$ cat src/rtl/sha256_nonce_sched.sv
// sha256_nonce_sched: drives one shared simplified_sha256 core through a nonce
// sweep. Per nonce: phase-2 hash (midstate + tail + nonce), phase-3 hash on that
// digest, then {nonce, H0} is streamed out over valid/ready.
// Optional feature macro: SHA_SCHED_TARGET_CMP_EN (adds target/res_hit and ends
// the job after the first result whose H0 is below target).
module sha256_nonce_sched #(
  parameter int unsigned NUM_NONCES   = 16,
  parameter int unsigned NONCE_W      = 4,
  parameter int unsigned FINISH_BLANK = 2
) (
  input  logic                 clk,
  input  logic                 reset,
  input  logic                 start,
  input  logic [7:0][31:0]     midstate,
  input  logic [2:0][31:0]     msg_tail,
`ifdef SHA_SCHED_TARGET_CMP_EN
  input  logic [31:0]          target,
  output logic                 res_hit,
`endif
  output logic                 busy,
  output logic                 done,
  output logic                 core_start,
  output logic                 core_phase_sel,
  output logic [NONCE_W-1:0]   core_nonce,
  output logic [7:0][31:0]     core_hi,
  output logic [2:0][31:0]     core_msg_tail,
  input  logic [7:0][31:0]     core_ho,
  input  logic                 core_finish,
  output logic                 res_valid,
  input  logic                 res_ready,
  output logic [NONCE_W-1:0]   res_nonce,
  output logic [31:0]          res_h0
);

  localparam int unsigned BLANK_W = $clog2(FINISH_BLANK + 2);

  localparam logic [2:0] S_IDLE    = 3'd0;
  localparam logic [2:0] S_P2_GO   = 3'd1;
  localparam logic [2:0] S_P2_WAIT = 3'd2;
  localparam logic [2:0] S_P3_GO   = 3'd3;
  localparam logic [2:0] S_P3_WAIT = 3'd4;
  localparam logic [2:0] S_EMIT    = 3'd5;
  localparam logic [2:0] S_DONE    = 3'd6;

  logic [2:0]          state_q, state_d;
  logic [NONCE_W-1:0]  nonce_q, nonce_d;
  logic [BLANK_W-1:0]  blank_q, blank_d;
  logic [7:0][31:0]    mid_q, mid_d;
  logic [2:0][31:0]    tail_d;
  logic                phase_d;
  logic [NONCE_W-1:0]  cnonce_d;
  logic [7:0][31:0]    hi_d;
  logic                res_valid_d;
  logic [NONCE_W-1:0]  res_nonce_d;
  logic [31:0]         res_h0_d;
  logic                job_end;
`ifdef SHA_SCHED_TARGET_CMP_EN
  logic [31:0]         target_q, target_d;
  logic                hit_d;
`endif

  // Next-state and next-output logic; every output is registered below.
  always_comb begin
    state_d     = state_q;
    nonce_d     = nonce_q;
    blank_d     = blank_q;
    mid_d       = mid_q;
    tail_d      = core_msg_tail;
    phase_d     = core_phase_sel;
    cnonce_d    = core_nonce;
    hi_d        = core_hi;
    res_valid_d = res_valid;
    res_nonce_d = res_nonce;
    res_h0_d    = res_h0;
    job_end     = (nonce_q == NONCE_W'(NUM_NONCES - 1));
`ifdef SHA_SCHED_TARGET_CMP_EN
    target_d    = target_q;
    hit_d       = res_hit;
    job_end     = job_end | res_hit;
`endif
    case (state_q)
      S_IDLE: begin
        if (start) begin
          mid_d    = midstate;
          tail_d   = msg_tail;
          nonce_d  = '0;
          phase_d  = 1'b0;
          cnonce_d = '0;
          hi_d     = midstate;
`ifdef SHA_SCHED_TARGET_CMP_EN
          target_d = target;
`endif
          state_d  = S_P2_GO;
        end
      end
      S_P2_GO: begin
        blank_d = BLANK_W'(FINISH_BLANK);
        state_d = S_P2_WAIT;
      end
      S_P2_WAIT: begin
        if (blank_q != '0) begin
          blank_d = blank_q - BLANK_W'(1);
        end else if (core_finish) begin
          // Phase-2 digest goes straight onto core_hi for the phase-3 run.
          hi_d    = core_ho;
          phase_d = 1'b1;
          state_d = S_P3_GO;
        end
      end
      S_P3_GO: begin
        blank_d = BLANK_W'(FINISH_BLANK);
        state_d = S_P3_WAIT;
      end
      S_P3_WAIT: begin
        if (blank_q != '0) begin
          blank_d = blank_q - BLANK_W'(1);
        end else if (core_finish) begin
          res_valid_d = 1'b1;
          res_nonce_d = nonce_q;
          res_h0_d    = core_ho[0];
`ifdef SHA_SCHED_TARGET_CMP_EN
          hit_d       = (core_ho[0] < target_q);
`endif
          state_d     = S_EMIT;
        end
      end
      S_EMIT: begin
        if (res_ready) begin
          res_valid_d = 1'b0;
          if (job_end) begin
            state_d = S_DONE;
          end else begin
            nonce_d  = nonce_q + NONCE_W'(1);
            cnonce_d = nonce_q + NONCE_W'(1);
            phase_d  = 1'b0;
            hi_d     = mid_q;
            state_d  = S_P2_GO;
          end
        end
      end
      S_DONE: begin
        state_d = S_IDLE;
      end
      default: begin
        state_d = S_IDLE;
      end
    endcase
  end

  // State, datapath and output registers with synchronous reset.
  always_ff @(posedge clk) begin
    if (reset) begin
      state_q        <= S_IDLE;
      nonce_q        <= '0;
      blank_q        <= '0;
      mid_q          <= '0;
      core_msg_tail  <= '0;
      busy           <= 1'b0;
      done           <= 1'b0;
      core_start     <= 1'b0;
      core_phase_sel <= 1'b0;
      core_nonce     <= '0;
      core_hi        <= '0;
      res_valid      <= 1'b0;
      res_nonce      <= '0;
      res_h0         <= '0;
`ifdef SHA_SCHED_TARGET_CMP_EN
      target_q       <= '0;
      res_hit        <= 1'b0;
`endif
    end else begin
      state_q        <= state_d;
      nonce_q        <= nonce_d;
      blank_q        <= blank_d;
      mid_q          <= mid_d;
      core_msg_tail  <= tail_d;
      busy           <= (state_d != S_IDLE) && (state_d != S_DONE);
      done           <= (state_d == S_DONE);
      core_start     <= (state_d == S_P2_GO) || (state_d == S_P3_GO);
      core_phase_sel <= phase_d;
      core_nonce     <= cnonce_d;
      core_hi        <= hi_d;
      res_valid      <= res_valid_d;
      res_nonce      <= res_nonce_d;
      res_h0         <= res_h0_d;
`ifdef SHA_SCHED_TARGET_CMP_EN
      target_q       <= target_d;
      res_hit        <= hit_d;
`endif
    end
  end

endmodule

$ cat config.mk
export PLATFORM = sky130hd
export DESIGN_NAME = sha256_nonce_sched
export DESIGN_NICKNAME = d
export VERILOG_FILES = /design/src/rtl/sha256_nonce_sched.sv
export SDC_FILE = /design/constraint.sdc
export NUM_CORES = 1
export LEC_CHECK = 0
export BUFFER_PORTS_ARGS = -buffer_cell sky130_fd_sc_hd__buf_2
export CAP_MARGIN = 15
export CORE_AREA = 2 2 396 398
export CTS_CLUSTER_DIAMETER = 200
export DETAILED_ROUTE_END_ITERATION = 6
export DIE_AREA = 0 0 398 400
export HOLD_SLACK_MARGIN = 0.05
export PLACE_DENSITY_LB_ADDON = 0.05
export SYNTH_ARGS = -nofsm -noshare
export SYNTH_HDL_FRONTEND = slang
export SYNTH_SLANG_ARGS = --single-unit
$ cat constraint.sdc
create_clock -name clk -period 4.8 [get_ports clk]
set_input_delay 0.72 -clock clk [delete_from_list [all_inputs] [get_ports clk]]
set_output_delay 0.72 -clock clk [all_outputs]
set_load 0.05 [all_outputs]
==> results of run 1 <==
synth_stat cells, types with 2 or more instances:
| cell type | n | area, sq um |
|---|---|---|
| a211o_1 | 224 | 1962 |
| a211oi_1 | 59 | 442.9 |
| a211oi_2 | 198 | 2477 |
| a21boi_0 | 2 | 15.01 |
| a21oi_1 | 397 | 1987 |
| a31oi_1 | 4 | 25.02 |
| buf_1 | 8 | 30.03 |
| buf_2 | 153 | 765.7 |
| buf_4 | 35 | 262.8 |
| buf_6 | 12 | 135.1 |
| buf_8 | 2 | 30.03 |
| clkbuf_1 | 264 | 991.0 |
| dfxtp_1 | 658 | 13170 |
| ha_1 | 2 | 25.02 |
| inv_1 | 4 | 15.01 |
| nand2_1 | 780 | 2928 |
| nand2b_1 | 4 | 25.02 |
| nand3_1 | 3 | 15.01 |
| nor2_1 | 6 | 22.52 |
| nor2b_1 | 33 | 206.5 |
| nor3_1 | 514 | 2572 |
| o21ai_0 | 38 | 190.2 |
| o21ai_1 | 2 | 10.01 |
| o221ai_1 | 32 | 280.3 |
| o22a_1 | 32 | 280.3 |
| o22ai_1 | 224 | 1401 |
| o32ai_1 | 224 | 1962 |
| or2_2 | 2 | 12.51 |
| or3_1 | 4 | 25.02 |
power by group through the flow:
stage,combinational (mW),sequential (mW),clock [mW]
detailed placement,6.02,6.63,0
finish,5.94,6.51,6.72
global placement,6.00,6.63,0
floorplan,2.69,7.93,0
CTS,6.03,6.51,6.98
global route,6.37,6.58,7.18
flip-flops by register name, indices dropped and copies added, names as in the netlist:
signal	flops
blank_q	2
res_valid	1
mid_q	256
done	1
nonce_q	4
state_q	3
core_hi	256
core_start	1
res_nonce	4
res_h0	32
busy	1
core_phase_sel	1
core_msg_tail	96
layer usage:
metal	vias to the layer above	global-route usage, %
met4	56	6.514
met2	994	34.49
met3	291	5.424
li1	16230	-
met1	16633	25.52
met5	-	0
cell families after synthesis:
logic type	count (synthesis)	share of synthesized area [%]
adder cells (fa/ha/maj)	2	0.07714
AO/OA/AOI/OAI	1443	34.21
AND/OR/NAND/NOR	1358	18.22
buffers and inverters	479	6.886
flip-flops	658	40.61
through the flow:
stage                     setup slack [ns]  area, sq um
final                                1.327        41960
after global routing                 1.034        41940
after CTS                            1.216        41930
after detailed placement             1.258        39040
after global placement               1.356        39040
after floorplan                      2.679        32430
area by class of cell:
type | count | share of cell area, %
sequential | 658 | 31.41
clock buffer | 138 | 6.348
timing repair buffer | 1098 | 14.66
tap | 2058 | 6.136
antenna | 14 | 0.08348
clock inverter | 16 | 0.5456
inverter | 5 | 0.04472
multi-input combinational | 2803 | 40.77
placed cells by master (no fill, tap or decap), types with 3 or more instances in the layout:
master,Yosys,routed
buf_2,153,1008
nand2_1,780,780
dfxtp_1,658,655
nor3_1,514,514
a21oi_1,397,397
o22ai_1,224,224
o32ai_1,224,224
a211o_1,224,224
a211oi_2,198,197
clkbuf_16,0,91
a211oi_1,59,59
buf_4,35,55
o21ai_0,38,38
buf_12,0,34
nor2b_1,33,33
o22a_1,32,32
o221ai_1,32,32
clkbuf_1,264,26
clkbuf_8,0,21
diode_2,0,14
clkinv_2,0,8
nor2_1,6,6
inv_1,4,4
a31oi_1,4,4
nand3_1,3,3
clkinv_16,0,3
inv_16,0,3
how the worst max path moves through the flow:
stage	endpoint	cells after the start
6_report	core_hi[38]$_SDFFE_PP0P_	5
5_1_grt	core_hi[37]$_SDFFE_PP0P_	5
4_1_cts	core_hi[198]$_SDFFE_PP0P_	5
3_5_place_dp	core_hi[37]$_SDFFE_PP0P_	5
3_3_place_gp	core_hi[37]$_SDFFE_PP0P_	5
2_1_floorplan	core_hi[37]$_SDFFE_PP0P_	8
worst min-delay path: cells and delay by family:
| family | cells | cell delay, ns |
|---|---|---|
| compound gates | 1 | 0.05 |
| simple gates | 1 | 0.04 |
| buf+inv | 1 | 0.09 |
==> impl_metrics.prom, run 1 <==
# TYPE chip_impl_metric gauge
chip_impl_info{name="outcome",value="finished, final reports clean"} 1
chip_impl_metric{name="critical_path.n_buffers_inverters",unit=""} 1
chip_impl_metric{name="via_per_inst",unit=""} 5.037
chip_impl_metric{name="grt.total_usage",unit="%"} 20.56
chip_impl_metric{name="iter_0_drt_violations",unit=""} 1928
chip_impl_metric{name="maxCapViolCount",unit=""} 0
chip_impl_info{name="min_from",value="msg_tail[63]"} 1
chip_impl_metric{name="power.leakage",unit="nW"} 17.08
chip_impl_metric{name="htreeDepth",unit=""} 3
chip_impl_metric{name="final_nets",unit=""} 5271
chip_impl_metric{name="final_setup_viols",unit=""} 0
chip_impl_metric{name="finalClockSkew",unit="ns"} 0.03358
chip_impl_metric{name="critPathRequiredTime",unit="ns"} 5.33
chip_impl_metric{name="comb_power_share",unit="%"} 31.0
chip_impl_metric{name="mappedNetlistArea",unit="sq um"} 32430
chip_impl_metric{name="irDropWorstVdd",unit="mV"} 0.3224
chip_impl_metric{name="period_needed",unit="ns"} 3.473
chip_impl_metric{name="seq_power_share",unit="%"} 34.0
chip_impl_metric{name="multi_input_area",unit="sq um"} 17110
chip_impl_metric{name="final_hold_viol_count",unit=""} 0
chip_impl_metric{name="gp_congestion",unit=""} 0.7776
chip_impl_metric{name="timing.max_slew.rel_slack",unit="%"} 23.42
chip_impl_info{name="clock_tree_from_tritoncts",value="built"} 1
chip_impl_metric{name="switching_share",unit="%"} 38.84
chip_impl_metric{name="final_core_utilization",unit="%"} 27.05
chip_impl_info{name="r2r-end",value="core_hi[38]$_SDFFE_PP0P_"} 1
chip_impl_info{name="critical_path.top_delay_family",value="simple AND/OR/NAND/NOR gates"} 1
chip_impl_metric{name="via_count_of_the_first_global_routing_pass",unit=""} 33308
chip_impl_metric{name="p_clk_share",unit="%"} 35.0
chip_impl_metric{name="post_cts_hold_buffer_count",unit=""} 0
chip_impl_metric{name="total_of_buffers_placed_on_input_and_output_ports",unit=""} 1009
chip_impl_metric{name="synth_enable_flop_cells",unit=""} 0
chip_impl_metric{name="antenna_found_initial",unit=""} 63
chip_impl_metric{name="met2WireLength",unit="mm"} 83.50
chip_impl_metric{name="total_drc_errors_in_the_routed_layout",unit=""} 0
chip_impl_metric{name="pin_count_of_the_biggest_net_entering_global_routing",unit=""} 179
chip_impl_metric{name="cts.clk_slew.worst_paths",unit="ns"} 0.06
chip_impl_metric{name="r2r.worst_path.cells",unit=""} 5
chip_impl_metric{name="grt_pass1_wl",unit="mm"} 245.2
chip_impl_metric{name="met1Wirelength",unit="mm"} 73.00
chip_impl_info{name="worst_hold_path_type",value="in2reg"} 1
chip_impl_info{name="cells_along_the_critical_path",value="nand4b_1 > nor2_4 > or2_4 > buf_12 > a211oi_1"} 1
chip_impl_metric{name="placement_rows",unit=""} 145
chip_impl_info{name="origin_of_the_worst_setup_path",value="state_q[2]$_SDFF_PP0_"} 1
chip_impl_metric{name="syn-instance-count",unit=""} 3940
chip_impl_info{name="crit_path_start_kind",value="register"} 1
chip_impl_metric{name="grt_overflow_total",unit=""} 0
chip_impl_metric{name="report.final.slew_viol_count",unit=""} 0
chip_impl_metric{name="clock_sink_count",unit=""} 658
chip_impl_metric{name="boundaryPins",unit=""} 1010
chip_impl_metric{name="cellPowerDensity",unit="nW/um^2"} 456.9
chip_impl_info{name="cts_root_buf",value="clkbuf_16"} 1
chip_impl_metric{name="vias",unit=""} 34204
chip_impl_metric{name="fp.dieH",unit="um"} 400
chip_impl_info{name="crit_type",value="reg2reg"} 1
chip_impl_metric{name="tritoncts.num_buffers",unit=""} 90
chip_impl_metric{name="synth-warning-count",unit=""} 0
chip_impl_metric{name="initial_core_util",unit="%"} 20.91
chip_impl_metric{name="critical_path_fanout_max",unit=""} 61
chip_impl_metric{name="final.setup.tns",unit="ns"} 0
chip_impl_metric{name="wirelength",unit="mm"} 173.8
chip_impl_info{name="reg2reg_from",value="state_q[2]$_SDFF_PP0_"} 1
chip_impl_metric{name="synth-seq-area-share",unit="%"} 40.61
chip_impl_metric{name="die_span_x",unit="um"} 398
chip_impl_metric{name="syn-mean-instance-area",unit="sq um"} 8.232
chip_impl_info{name="end_kind",value="register"} 1
chip_impl_metric{name="hold_depth",unit=""} 3
chip_impl_metric{name="dp_cells",unit=""} 6622
chip_impl_metric{name="synth-async-reset-ratio",unit="%"} 0
chip_impl_metric{name="avgRoutedWirePerCell",unit="um"} 25.60
chip_impl_metric{name="synth_cell_type_count",unit=""} 49
chip_impl_metric{name="layout.filler_cells",unit=""} 17092
chip_impl_info{name="holdPathEnd",value="core_msg_tail[63]$_SDFFE_PP0P_"} 1
chip_impl_info{name="cp_slowest_cell",value="dfxtp_4"} 1
chip_impl_metric{name="dp_hpwl",unit="mm"} 114.3
chip_impl_metric{name="postSynthNetCount",unit=""} 4555
chip_impl_metric{name="clk-insertion-delay-late",unit="ns"} 0.69
chip_impl_metric{name="synth-seq-cells",unit=""} 658
chip_impl_metric{name="worst_pin_slew",unit="ns"} 1.149
chip_impl_metric{name="flow.area_growth_from_synthesis",unit="%"} 29.38
chip_impl_metric{name="ant_nets",unit=""} 0
chip_impl_metric{name="maxClockFrequency",unit="MHz"} 287.9
chip_impl_metric{name="timing.critical_path.slowest_cell_delay",unit="ns"} 0.84
chip_impl_metric{name="reg2reg_slack",unit="ns"} 1.33
chip_impl_metric{name="total_power",unit="mW"} 19.17
chip_impl_info{name="top_signal_layer_used",value="met5"} 1
chip_impl_metric{name="core_area",unit="sq um"} 155100
chip_impl_metric{name="pint",unit="mW"} 11.73
chip_impl_metric{name="final_layout_size_suffix_gt1_share",unit="%"} 30.54
chip_impl_metric{name="power.switching",unit="mW"} 7.447
chip_impl_metric{name="final_cell_count_no_fill",unit=""} 6790
chip_impl_metric{name="fin_crit_sh",unit="%"} 72.36
chip_impl_metric{name="met3_wl",unit="mm"} 11.43
chip_impl_metric{name="postCtsSetupRepairBufs",unit=""} 0
chip_impl_info{name="rsz0062_at_grt",value="false"} 1
chip_impl_metric{name="clock_path_buffers",unit=""} 3
chip_impl_info{name="synth_flop_cell",value="dfxtp_1"} 1
chip_impl_metric{name="fin_worst_hold_slack",unit="ns"} 0.2445
chip_impl_metric{name="cts_repair_resize_count",unit=""} 0
chip_impl_metric{name="drt_pass1_iterations",unit=""} 5
chip_impl_metric{name="seqCellArea",unit="sq um"} 13180
chip_impl_metric{name="worst_ep_arrival_time",unit="ns"} 4.00
chip_impl_metric{name="die_area",unit="sq um"} 159200
Note: power is estimated with default switching activity, not from simulation.
==> inputs of run 2 (changes only) <==
ABC_AREA = 1   (was default)
CORE_AREA = 2 2 388 390   (was 2 2 396 398)
DIE_AREA = 0 0 390 392   (was 0 0 398 400)
clock period = 3.2 ns   (was 4.8 ns; I/O delays follow)
==> impl_metrics.prom, run 2 <==
# TYPE chip_impl_metric gauge
chip_impl_metric{name="r2r.worst_path.cells",unit=""} 10
chip_impl_metric{name="syn-instance-count",unit=""} 4521
chip_impl_metric{name="clk-insertion-delay-late",unit="ns"} 0.69
chip_impl_metric{name="final_core_utilization",unit="%"} 27.83
chip_impl_metric{name="die_span_x",unit="um"} 390
chip_impl_metric{name="synth-seq-cells",unit=""} 658
chip_impl_metric{name="reg2reg_slack",unit="ns"} 0.90
chip_impl_metric{name="flow.area_growth_from_synthesis",unit="%"} 41.50
chip_impl_metric{name="final_cell_count_no_fill",unit=""} 7633
chip_impl_metric{name="via_per_inst",unit=""} 4.047
chip_impl_metric{name="die_area",unit="sq um"} 152900
chip_impl_metric{name="fp.dieH",unit="um"} 392
chip_impl_info{name="origin_of_the_worst_setup_path",value="state_q[2]$_SDFF_PP0_"} 1
chip_impl_info{name="worst_hold_path_type",value="in2reg"} 1
chip_impl_metric{name="grt_overflow_total",unit=""} 0
chip_impl_metric{name="synth-async-reset-ratio",unit="%"} 0
chip_impl_metric{name="synth_cell_type_count",unit=""} 22
chip_impl_metric{name="layout.filler_cells",unit=""} 16810
chip_impl_metric{name="synthDominantCellAreaShare",unit="%"} 44.98
chip_impl_metric{name="antenna_found_initial",unit=""} 52
chip_impl_info{name="reg2reg_from",value="state_q[2]$_SDFF_PP0_"} 1
chip_impl_metric{name="irDropWorstVdd",unit="mV"} 0.3607
chip_impl_metric{name="fin_worst_hold_slack",unit="ns"} 0.1124
chip_impl_metric{name="postSynthNetCount",unit=""} 5136
chip_impl_info{name="mostFrequentLayoutCell",value="nand2_1"} 1
chip_impl_metric{name="cts_repair_resize_count",unit=""} 0
chip_impl_metric{name="grt_pass1_wl",unit="mm"} 199.6
chip_impl_metric{name="cts.clk_slew.worst_paths",unit="ns"} 0.06
chip_impl_metric{name="maxCapViolCount",unit=""} 0
chip_impl_info{name="crit_type",value="reg2reg"} 1
chip_impl_metric{name="boundaryPins",unit=""} 1010
chip_impl_metric{name="placement_rows",unit=""} 142
chip_impl_metric{name="gp_congestion",unit=""} 0.7894
chip_impl_metric{name="maxClockFrequency",unit="MHz"} 434.6
chip_impl_metric{name="syn-mean-instance-area",unit="sq um"} 6.477
chip_impl_metric{name="period_needed",unit="ns"} 2.301
chip_impl_metric{name="total_of_buffers_placed_on_input_and_output_ports",unit=""} 1009
chip_impl_metric{name="core_area",unit="sq um"} 148900
chip_impl_info{name="top_regs",value="core_hi x256, mid_q x256, core_msg_tail x96"} 1
chip_impl_metric{name="synth-seq-area-share",unit="%"} 44.98
chip_impl_metric{name="dp_hpwl",unit="mm"} 99.04
chip_impl_metric{name="final_setup_viols",unit=""} 0
chip_impl_info{name="cts_root_buf",value="clkbuf_16"} 1
chip_impl_metric{name="fin_crit_sh",unit="%"} 71.90
chip_impl_metric{name="dp_cells",unit=""} 7238
chip_impl_metric{name="finalClockSkew",unit="ns"} 0.02789
chip_impl_metric{name="drt_pass1_iterations",unit=""} 5
chip_impl_metric{name="vias",unit=""} 30888
chip_impl_metric{name="clock_sink_count",unit=""} 658
chip_impl_metric{name="worst_ep_arrival_time",unit="ns"} 2.91
chip_impl_metric{name="power.leakage",unit="nW"} 20.11
chip_impl_metric{name="critical_path_fanout_max",unit=""} 65
chip_impl_info{name="min_from",value="midstate[66]"} 1
chip_impl_info{name="netlist_top_cells_area",value="dfxtp_1, nand2_1, inv_1, a21oi_1, nor2_1"} 1
chip_impl_metric{name="hold_depth",unit=""} 3
chip_impl_metric{name="synth_enable_flop_cells",unit=""} 0
chip_impl_metric{name="timing.max_slew.rel_slack",unit="%"} 29.44
chip_impl_metric{name="htreeDepth",unit=""} 3
chip_impl_metric{name="pin_count_of_the_biggest_net_entering_global_routing",unit=""} 146
chip_impl_info{name="holdPathEnd",value="mid_q[66]$_SDFFE_PP0P_"} 1
chip_impl_metric{name="tritoncts.num_buffers",unit=""} 89
chip_impl_metric{name="final_nets",unit=""} 6229
chip_impl_metric{name="seqCellArea",unit="sq um"} 13170
chip_impl_metric{name="cellPowerDensity",unit="nW/um^2"} 719.0
chip_impl_info{name="synthTopCellsByCount",value="nand2_1, dfxtp_1, inv_1"} 1
chip_impl_info{name="r2r-end",value="core_hi[65]$_SDFFE_PP0P_"} 1
chip_impl_metric{name="postCtsSetupRepairBufs",unit=""} 0
chip_impl_metric{name="total_drc_errors_in_the_routed_layout",unit=""} 0
chip_impl_info{name="outcome",value="finished, final reports clean"} 1
chip_impl_info{name="yosysTopAreaCell",value="dfxtp_1"} 1
chip_impl_metric{name="worst_pin_slew",unit="ns"} 1.058
chip_impl_metric{name="post_cts_hold_buffer_count",unit=""} 229
chip_impl_info{name="rsz0062_at_grt",value="false"} 1
chip_impl_metric{name="final_hold_viol_count",unit=""} 0
chip_impl_metric{name="multi_input_area",unit="sq um"} 12310
chip_impl_info{name="yosysMostFrequentCell",value="nand2_1"} 1
chip_impl_metric{name="critPathRequiredTime",unit="ns"} 3.81
chip_impl_metric{name="ant_nets",unit=""} 0
chip_impl_metric{name="grt.total_usage",unit="%"} 17.23
chip_impl_metric{name="final_layout_size_suffix_gt1_share",unit="%"} 21.34
chip_impl_metric{name="avgRoutedWirePerCell",unit="um"} 17.95
chip_impl_info{name="end_kind",value="register"} 1
chip_impl_metric{name="clock_path_buffers",unit=""} 3
chip_impl_metric{name="wirelength",unit="mm"} 137.0
chip_impl_metric{name="mappedNetlistArea",unit="sq um"} 29280
chip_impl_info{name="clock_tree_from_tritoncts",value="built"} 1
chip_impl_metric{name="iter_0_drt_violations",unit=""} 1386
chip_impl_metric{name="report.final.slew_viol_count",unit=""} 0
chip_impl_metric{name="via_count_of_the_first_global_routing_pass",unit=""} 30311
chip_impl_metric{name="initial_core_util",unit="%"} 19.67
chip_impl_metric{name="synth-warning-count",unit=""} 0
chip_impl_info{name="layout.cells.most_common_list",value="nand2_1, buf_2, inv_1, dfxtp_1, nor2_1"} 1
chip_impl_metric{name="final.setup.tns",unit="ns"} 0
chip_impl_info{name="crit_path_start_kind",value="register"} 1
chip_impl_info{name="synth_flop_cell",value="dfxtp_1"} 1
[run 2: report_power, final]
part / switching [mW] / internal [mW] / total [mW]
sequential: 0.731 / 9.50 / 10.2
clock: 4.17 / 5.89 / 10.1
combinational: 7.00 / 2.50 / 9.50
[run 2: worst max-delay path by stage]
stage                                            to  slack [ns]  depth (start not counted)
after floorplan           core_hi[230]$_SDFFE_PP0P_        1.20                         11
after global placement    core_hi[111]$_SDFFE_PP0P_        0.91                         10
after detailed placement  core_hi[111]$_SDFFE_PP0P_        0.86                         10
after CTS                 core_hi[111]$_SDFFE_PP0P_        0.85                         10
after global routing       core_hi[73]$_SDFFE_PP0P_        0.67                         10
final                      core_hi[65]$_SDFFE_PP0P_        0.90                         10
[run 2: kinds of logic after synthesis]
| logic type | share of synthesized area [%] |
|---|---|
| AO/OA/AOI/OAI | 13.56 |
| adder cells (fa/ha/maj) | 0.08544 |
| flip-flops | 44.98 |
| AND/OR/NAND/NOR | 28.27 |
| buffers and inverters | 13.10 |
[run 2: final cells by class]
class / count / share of cell area [%]
diodes: 13 / 0.07851
well taps: 1944 / 5.870
multi-input cells: 2903 / 29.70
flip-flops and latches: 658 / 31.79
clock buffers: 128 / 6.091
clock inverters: 25 / 0.8485
repair buffers: 1300 / 19.57
inverters: 662 / 6.051
[run 2: per-layer routing]
metal  share of wire [%]  up-vias  GRT usage (%)  wire (um)
met4                 3.0       30          5.286       4075
li1                    -    16012              -          -
met2                  49      774          30.19      66900
met3                 6.3      239          4.887       8592
met5                0.14        -              0        186
met1                  42    13833          20.22      57260
[run 2: metrics by stage]
| stage | power [mW] | cell area (sq um) | setup WS, ns |
|---|---|---|---|
| detailed placement | 19.84 | 36240 | 0.8604 |
| finish | 29.79 | 41440 | 0.8993 |
| global route | 31.68 | 41430 | 0.6710 |
| global placement | 19.85 | 36240 | 0.9121 |
| CTS | 30.46 | 41400 | 0.8546 |
| floorplan | 16.88 | 29280 | 1.196 |
[run 2: worst max-delay path, cell delays in order (launching register included)]
cell,delay (ns)
dfxtp_1,0.44
nor2_1,0.08
nand2_1,0.25
inv_8,0.23
nor2_4,0.17
buf_12,0.27
buf_12,0.31
nand2_1,0.09
nand3_1,0.08
nor2_1,0.04
nor2_1,0.12
